File: config.mk
export PLATFORM = sky130hd
export DESIGN_NAME = fifo_umbral
export DESIGN_NICKNAME = d
export VERILOG_FILES = /design/src/rtl/fifo_umbral.sv
export SDC_FILE = /design/constraint.sdc
export NUM_CORES = 1
export LEC_CHECK = 0
export CAP_MARGIN = 25
export CELL_PAD_IN_SITES_DETAIL_PLACEMENT = 0
export CELL_PAD_IN_SITES_GLOBAL_PLACEMENT = 1
export CORE_MARGIN = 2
export CORE_UTILIZATION = 42
export DETAILED_ROUTE_END_ITERATION = 6
export PLACE_DENSITY = 0.74
export SYNTH_ARGS = -nofsm -noshare
export SYNTH_HDL_FRONTEND = slang
export SYNTH_SLANG_ARGS = --single-unit
File: constraint.sdc
create_clock -name clk -period 2.8 [get_ports clk]
set_clock_uncertainty 0.15 [all_clocks]
set_input_delay 0.28 -clock clk [delete_from_list [all_inputs] [get_ports clk]]
set_output_delay 0.28 -clock clk [all_outputs]
set_load 0.05 [all_outputs]
File: src/rtl/fifo_umbral.sv
// Synchronous FIFO with programmable almost-empty/almost-full thresholds and a sticky
// overflow/underflow error flag. Status flags are registered from the next-state count.
module fifo_umbral #(
  parameter int unsigned DATA_WIDTH = 6,
  parameter int unsigned ADDR_WIDTH = 2,
  parameter int unsigned BAJO_RST   = 1,
  parameter int unsigned ALTO_RST   = 3
) (
  input  logic                  clk,
  input  logic                  reset,
  input  logic                  init,
  input  logic [ADDR_WIDTH-1:0] umbral_bajo,
  input  logic [ADDR_WIDTH-1:0] umbral_alto,
  input  logic                  push,
  input  logic [DATA_WIDTH-1:0] data_in,
  input  logic                  pop,
  output logic [DATA_WIDTH-1:0] data_out,
  output logic                  valid_out,
  output logic                  full,
  output logic                  empty,
  output logic                  almost_full,
  output logic                  almost_empty,
  output logic                  fifo_error,
  output logic [ADDR_WIDTH:0]   count
);

  localparam int unsigned Depth = 2 ** ADDR_WIDTH;
  localparam logic [ADDR_WIDTH:0] DepthCnt = {1'b1, {ADDR_WIDTH{1'b0}}};
  localparam logic [ADDR_WIDTH-1:0] BajoRst = BAJO_RST[ADDR_WIDTH-1:0];
  localparam logic [ADDR_WIDTH-1:0] AltoRst = ALTO_RST[ADDR_WIDTH-1:0];

  localparam logic [1:0] Vacio   = 2'd0;
  localparam logic [1:0] Parcial = 2'd1;
  localparam logic [1:0] Lleno   = 2'd2;

  logic [DATA_WIDTH-1:0] mem_q [Depth];
  logic [ADDR_WIDTH-1:0] wr_ptr_q, rd_ptr_q;
  logic [ADDR_WIDTH-1:0] bajo_q, alto_q;
  logic [ADDR_WIDTH:0]   count_q, count_d;
  logic [1:0]            state_q, state_d;
  logic [DATA_WIDTH-1:0] data_q;
  logic                  valid_q, error_q, error_d;
  logic                  af_q, af_d, ae_q, ae_d;
  logic                  pop_acc, push_acc, fault;

  always_comb begin
    pop_acc  = pop & (state_q != Vacio);
    // A full FIFO still takes a push when a pop frees a slot on the same edge.
    push_acc = push & ((state_q != Lleno) | pop_acc);
    fault    = (push & (state_q == Lleno) & ~pop) | (pop & (state_q == Vacio));
    count_d  = count_q + (ADDR_WIDTH + 1)'(push_acc) - (ADDR_WIDTH + 1)'(pop_acc);

    if (count_d == '0) begin
      state_d = Vacio;
    end else if (count_d == DepthCnt) begin
      state_d = Lleno;
    end else begin
      state_d = Parcial;
    end

    ae_d = count_d <= {1'b0, bajo_q};
    af_d = (alto_q == '0) ? (count_d == DepthCnt) : (count_d >= {1'b0, alto_q});

    // A fault in the init cycle must survive the clear.
    error_d = fault ? 1'b1 : (init ? 1'b0 : error_q);
  end

  always_ff @(posedge clk) begin
    if (!reset && push_acc) begin
      mem_q[wr_ptr_q] <= data_in;
    end
  end

  always_ff @(posedge clk) begin
    if (reset) begin
      wr_ptr_q <= '0;
      rd_ptr_q <= '0;
      count_q  <= '0;
      state_q  <= Vacio;
      data_q   <= '0;
      valid_q  <= 1'b0;
      error_q  <= 1'b0;
      ae_q     <= 1'b1;
      af_q     <= 1'b0;
      bajo_q   <= BajoRst;
      alto_q   <= AltoRst;
    end else begin
      if (push_acc) begin
        wr_ptr_q <= wr_ptr_q + 1'b1;
      end
      if (pop_acc) begin
        rd_ptr_q <= rd_ptr_q + 1'b1;
        data_q   <= mem_q[rd_ptr_q];
      end
      valid_q <= pop_acc;
      count_q <= count_d;
      state_q <= state_d;
      error_q <= error_d;
      ae_q    <= ae_d;
      af_q    <= af_d;
      if (init) begin
        bajo_q <= umbral_bajo;
        alto_q <= umbral_alto;
      end
    end
  end

  assign data_out     = data_q;
  assign valid_out    = valid_q;
  assign full         = (state_q == Lleno);
  assign empty        = (state_q == Vacio);
  assign almost_full  = af_q;
  assign almost_empty = ae_q;
  assign fifo_error   = error_q;
  assign count        = count_q;

endmodule

==> impl_metrics.tcl, run 1 <==
set metrics [dict create \
    status "complete, no violations" \
    yosysTopAreaCellShare_pct 37.3 \
    rows 24 \
    worst_setup_path_start_kind "input pin" \
    grt_use_total_pct 15.3 \
    cts_sinks 47 \
    diodes 0 \
    netlist_area_um2 1930 \
    fin_crit_sh_pct 90.9 \
    endpoint "almost_empty" \
    worst-r2r-setup-slack_ns 0.29 \
    ant_nets 0 \
    power_leakage_uw 0.000889 \
    maxSlewViolCount 0 \
    die_h_um 71.8 \
    syn2layout_area_growth_pct 23.4 \
    first_pass_iters 4 \
    yosys.area_share.simple_pct 10.8 \
    hold_ws_ns 0.312 \
    fin_ws_ns 0.256 \
    grt_pass1_wl_um 5770 \
    worst_ep_arrival_time_ns 2.64 \
    cp_cell_sequence "clkdlybuf4s50_1 -> or3b_1 -> nand3_1 -> o21ai_0 -> ha_1 -> inv_1 -> fa_1 -> inv_1 -> ha_1 -> nor2b_1 -> o21ai_0 -> a21o_1" \
    p_per_area_nw_per_um2 955 \
    via_count 1218 \
    cts_buffers 5 \
    dpl_cell_area_um2 2300 \
    worstMarginPinSlew_ns 0.507 \
    synth_top_family_by_area "simple AND/OR/NAND/NOR gates" \
    ys_seq_elements 47 \
    synth_compound_area_share_pct 7.18 \
    synth_nets 178 \
    cts_buffer_depth 2 \
    viasPerCell 5.03 \
    routed_wl_um 3500 \
    avgRoutedWirePerCell_um 14.5 \
    finalCriticalPeriod_ns 2.54 \
    crit_cells 12 \
    dpl.hpwl_um 2620 \
    maxCapViolCount 0 \
    htree_num_levels 2 \
    peakVddDrop_uv 540 \
    ys_top_cells_by_area "edfxtp_1 37%, dfxtp_1 24%, mux4_2 7.0%, ha_1 5.8%, nand2_1 3.1%" \
    worstSetupStartpoint "pop" \
    wl_met2_um 1700 \
    synth-seq-area-share_pct 61.1 \
    critPathMaxStageDelay_ns 0.42 \
    place_congestion 0.728 \
    drive_above_1_share_pct 11.6 \
    hold_buffers 0 \
    initial_core_util_pct 44.1 \
    multi_input_area_um2 681 \
    synth_edf_count 24 \
    synthDistinctLibCells 29 \
    hold_class "reg -> reg" \
    cp_slowest_cell "fa_1" \
    drt_iter0_markers 57 \
    maxSlewHeadroom_pct 66.1 \
    dieArea_um2 5160 \
    crit_type "in -> reg" \
    fillers 367 \
    nNetsFinal 214 \
    drc_errors 0 \
    finalHoldViolCount 0 \
    worstPathMaxFanout 2 \
    path_buf_inv 3 \
    worstPathRequired_ns 2.89 \
    yosys_warnings 0 \
    cts_setup_buffers 0 \
    grt_overflow 0 \
    synth_most_common_cell "edfxtp_1" \
    boundaryPins 30 \
    cp_top_family "adder cells" \
    clkSlewWorstSetupHoldPaths_ns 0.08 \
    rsz0062_at_grt "false" \
    top_layer_used "met4" \
    fin_area_um2 2390 \
    grt_antenna_before_repair 0 \
    setup_violations 0 \
    synthFlopType "edfxtp_1" \
    fmax_mhz 393 \
    cts_tree "yes" \
    clkLatencyLatePin_ns 0.30 \
    yosys.area_share.adder_pct 6.86 \
    portBuffers 29 \
    die_w_um 71.8 \
    timing.rr.end "almost_empty" \
    synth.avg_cell_area_um2 12.6 \
    clockRootBuffer "clkbuf_8" \
    ys_top_cells_by_count "24 x edfxtp_1, 23 x dfxtp_1, 16 x nand2_1" \
    coreArea_um2 4380 \
    async_flop_share_pct 0 \
    yosysTopAreaCell "edfxtp_1" \
    register_area_um2 1180 \
    first_global_vias 1272 \
    setup.worst_path.end_class "flip-flop" \
    met1_length_um 1590 \
    r2r_cells 11 \
    met3_wirelength_um 128 \
    synth_xor_area_share_pct 1.81 \
    dp_worst_setup_slack_ns -0.0527 \
    r2r-start "state_q[1]" \
    grt_max_degree 23 \
    syn_inst 153 \
    synthMuxAreaShare_pct 8.54 \
]
==> worst register-to-register path, stage by stage (launching register included) <==
cell	delay, ns
dfxtp_1	0.38
or3b_1	0.38
nand3_1	0.09
o21ai_0	0.08
ha_1	0.18
inv_1	0.06
fa_1	0.42
inv_1	0.09
ha_1	0.23
nor2b_1	0.13
o21ai_0	0.14
a21o_1	0.13
==> layer usage <==
| layer | global-route usage [%] | vias to the layer above |
|---|---|---|
| li1 | - | 610 |
| met5 | 0 | - |
| met4 | 7.76 | 0 |
| met2 | 25.4 | 24 |
| met3 | 3.52 | 7 |
| met1 | 18.7 | 577 |
==> final cells by class <==
type | instances | area share, %
timing repair buffer | 36 | 14.4
multi-input combinational | 90 | 28.5
clock inverter | 2 | 0.367
clock buffer | 6 | 3.04
tap | 52 | 2.73
sequential | 47 | 49.6
inverter | 9 | 1.42
==> cells by family after synthesis <==
logic type | Yosys count
buffers and inverters | 16
DFF | 47
adders and majority gates | 10
and+or+nand+nor | 44
muxes | 9
AOI/OAI and AO/OA | 23
xor gates and xnor gates | 4
==> how the worst min path moves through the flow <==
stage	depth (start not counted)	end	from
after floorplan	0	mem_q[0][0]	data_in[0]
after global placement	2	data_out[2]	data_out[2]
after detailed placement	2	data_out[3]	data_out[3]
after CTS	2	data_out[3]	data_out[3]
after global routing	2	data_out[4]	data_out[4]
final	2	data_out[4]	data_out[4]
==> metrics by stage <==
step                TNS [ns]  std cells  utilization, %  total power, uW
floorplan                  0        153               -             1620
global placement     -0.0163        234            52.5             1900
detailed placement   -0.0527        234            52.5             1920
CTS                        0        242            54.4             2300
global route               0        242            54.4             2440
finish                     0        242            54.4             2280
==> flip-flops by register name, indices dropped and copies added (netlist names) <==
register      count
almost_empty      1
fifo_error        1
valid_out         1
alto_q            2
mem_q            24
state_q           2
bajo_q            2
almost_full       1
wr_ptr_q          2
data_out          6
rd_ptr_q          2
count             3
==> cells in the final DEF, fill, tap and decap left out, types with 3 or more instances in the layout <==
| cell type | count |
|---|---|
| a21oi_1 | 11 |
| and2_1 | 4 |
| ha_1 | 9 |
| mux4_2 | 6 |
| nor2_1 | 10 |
| clkbuf_8 | 5 |
| a21o_1 | 3 |
| inv_1 | 9 |
| dfxtp_1 | 22 |
| clkdlybuf4s50_1 | 29 |
| nand2b_1 | 4 |
| nand2_1 | 16 |
| o21ai_0 | 4 |
| edfxtp_1 | 24 |
| mux2i_1 | 3 |
| nand3_1 | 3 |
| buf_4 | 7 |
==> repair_timing <==
item | CTS | global route
hold endpoints to repair | 0 | 0
gates resized for setup | 0 | 1
setup endpoints to repair | 0 | 1
==> power breakdown <==
| part | total, uW | switching [uW] | internal [uW] |
|---|---|---|---|
| Combinational | 976 | 566 | 409 |
| Clock | 380 | 208 | 172 |
| Sequential | 923 | 93.5 | 829 |
| Total | 2280 | 868 | 1410 |
(Power assumes the default switching activity.)
==> run 2: changes to the inputs <==
PLACE_DENSITY = default   (was 0.74)
PLACE_DENSITY_LB_ADDON = 0.1   (was default)
==> run 2 against run 1 <==
  * Critical endpoint unchanged
  * Global-route usage shrank 0.51 points
  * Worst setup slack lost 0.079 ns
  * Utilization grew 0.23 points
==> impl_metrics.tcl, run 2 (synthesis results as in run 1) <==
set metrics [dict create \
    nNetsFinal 215 \
    fmax_mhz 381 \
    die_w_um 71.8 \
    cts_buffers 5 \
    coreArea_um2 4380 \
    viasPerCell 5.03 \
    initial_core_util_pct 44.1 \
    power_frac_seq_pct 39.7 \
    power_frac_comb_pct 43.8 \
    rows 24 \
    dpl_cell_area_um2 2310 \
    hold_ws_ns 0.309 \
    hold_class "reg -> reg" \
    via_count 1222 \
    cp_slowest_cell "clkdlybuf4s50_1" \
    drive_above_1_share_pct 13.1 \
    intPower_uw 1440 \
    place_congestion 0.784 \
    worst_setup_path_start_kind "input pin" \
    grt_antenna_before_repair 0 \
    die_h_um 71.8 \
    fin_crit_sh_pct 93.7 \
    portBuffers 29 \
    mostFrequentLayoutCells "29 x clkdlybuf4s50_1, 24 x edfxtp_1, 22 x dfxtp_1, 16 x nand2_1, 11 x a21oi_1" \
    clkLatencyLatePin_ns 0.29 \
    cts_sinks 47 \
    p_sw_uw 886 \
    status "complete, no violations" \
    p_per_area_nw_per_um2 970 \
    boundaryPins 30 \
    finalCriticalPeriod_ns 2.62 \
    fillers 369 \
    cts_tree "yes" \
    power_leakage_uw 0.000899 \
    clkSlewWorstSetupHoldPaths_ns 0.09 \
    worstPathRequired_ns 2.90 \
    maxSlewViolCount 0 \
    cp_cell_sequence "clkdlybuf4s50_1 -> or3b_1 -> nand3_1 -> o21ai_0 -> ha_1 -> inv_1 -> fa_1 -> inv_1 -> ha_1 -> nor2b_1 -> o21ai_0 -> a21o_1" \
    crit_type "in -> reg" \
    hold_buffers 0 \
    clockRootBuffer "clkbuf_8" \
    dieArea_um2 5160 \
    finalHoldViolCount 0 \
    first_pass_iters 4 \
    maxCapViolCount 0 \
    dp_worst_setup_slack_ns -0.114 \
    htree_num_levels 2 \
    diodes 0 \
    maxSlewHeadroom_pct 66.0 \
    p_clk_share_pct 16.5 \
    cts_buffer_depth 2 \
    routed_wl_um 3440 \
    fin_ws_ns 0.177 \
    worst_ep_arrival_time_ns 2.72 \
    grt_use_total_pct 14.8 \
    fin_area_um2 2400 \
    grt_overflow 0 \
    setup_violations 0 \
    drc_errors 0 \
    largest_reg_flops 24 \
    ant_nets 0 \
    drt_iter0_markers 28 \
    first_global_vias 1213 \
    setup.worst_path.end_class "flip-flop" \
    top_register "mem_q" \
    syn2layout_area_growth_pct 23.9 \
    rsz0062_at_grt "false" \
    critPathMaxStageDelay_ns 0.42 \
    dpl.hpwl_um 2570 \
    swShare_pct 38.1 \
    grt_pass1_wl_um 5690 \
    worstMarginPinSlew_ns 0.509 \
    peakVddDrop_uv 593 \
    avgRoutedWirePerCell_um 14.2 \
    layout_commonest_cell "clkdlybuf4s50_1" \
    worstPathMaxFanout 2 \
    grt_max_degree 23 \
    p_total_uw 2320 \
]
[run 2: cell count changes in the layout (fill, tap and decap cells not counted), sizes merged]
cell,change
buf,+1
clkbuf,-1
clkinv,+1
[run 2: path summary, 6_finish.rpt]
path	to	slack, ns	cells after the start	start
setup / recovery	almost_empty	0.18	12	pop
hold / removal	data_out[0]	0.31	2	data_out[0]
setup reg to reg	almost_empty	0.24	11	state_q[1]
hold reg to reg	data_out[0]	0.31	2	data_out[0]
[run 2: worst max-delay path: cells and delay by family]
| kind | cells | cell delay (ns) |
|---|---|---|
| fa+ha+maj | 3 | 0.85 |
| simple gates | 3 | 0.63 |
| compound gates | 3 | 0.36 |
| buf+inv | 3 | 0.58 |
[run 2: cell type report]
| type | count | area, um^2 | area share [%] |
|---|---|---|---|
| Clock buffer | 5 | 68.8 | 2.87 |
| Clock inverter | 3 | 15.0 | 0.627 |
| Inverter | 9 | 33.8 | 1.41 |
| Multi-Input combinational cell | 90 | 681 | 28.4 |
| Sequential cell | 47 | 1180 | 49.3 |
| Tap cell | 52 | 65.1 | 2.72 |
| Timing Repair Buffer | 37 | 350 | 14.6 |
[run 2: repair_timing]
action,in CTS,in global routing
buffers inserted,0,0
gates resized for setup,0,1
setup endpoints to repair,0,1
[run 2: power by group through the flow]
stage               combinational, uW  clock, uW  sequential, uW
detailed placement               1020          0             939
floorplan                         533          0            1090
global route                     1120        430             938
CTS                              1020        397             924
finish                           1020        384             922
global placement                 1000          0             935
[run 2: layer usage]
layer / vias to the layer above / global-route usage [%] / wire (um)
met3: 6 / 4.64 / 180
met2: 26 / 22.8 / 1560
li1: 610 / - / -
met5: - / 0 / 0
met4: 0 / 5.03 / 54
met1: 580 / 19.9 / 1650
[run 2: metrics by stage]
stage / util, % / cells / TNS, ns
3_3_place_gp: 52.7 / 235 / -0.0394
2_1_floorplan: - / 153 / 0
4_1_cts: 54.6 / 243 / 0
3_5_place_dp: 52.7 / 235 / -0.134
6_report: 54.7 / 243 / 0
5_1_grt: 54.7 / 243 / 0
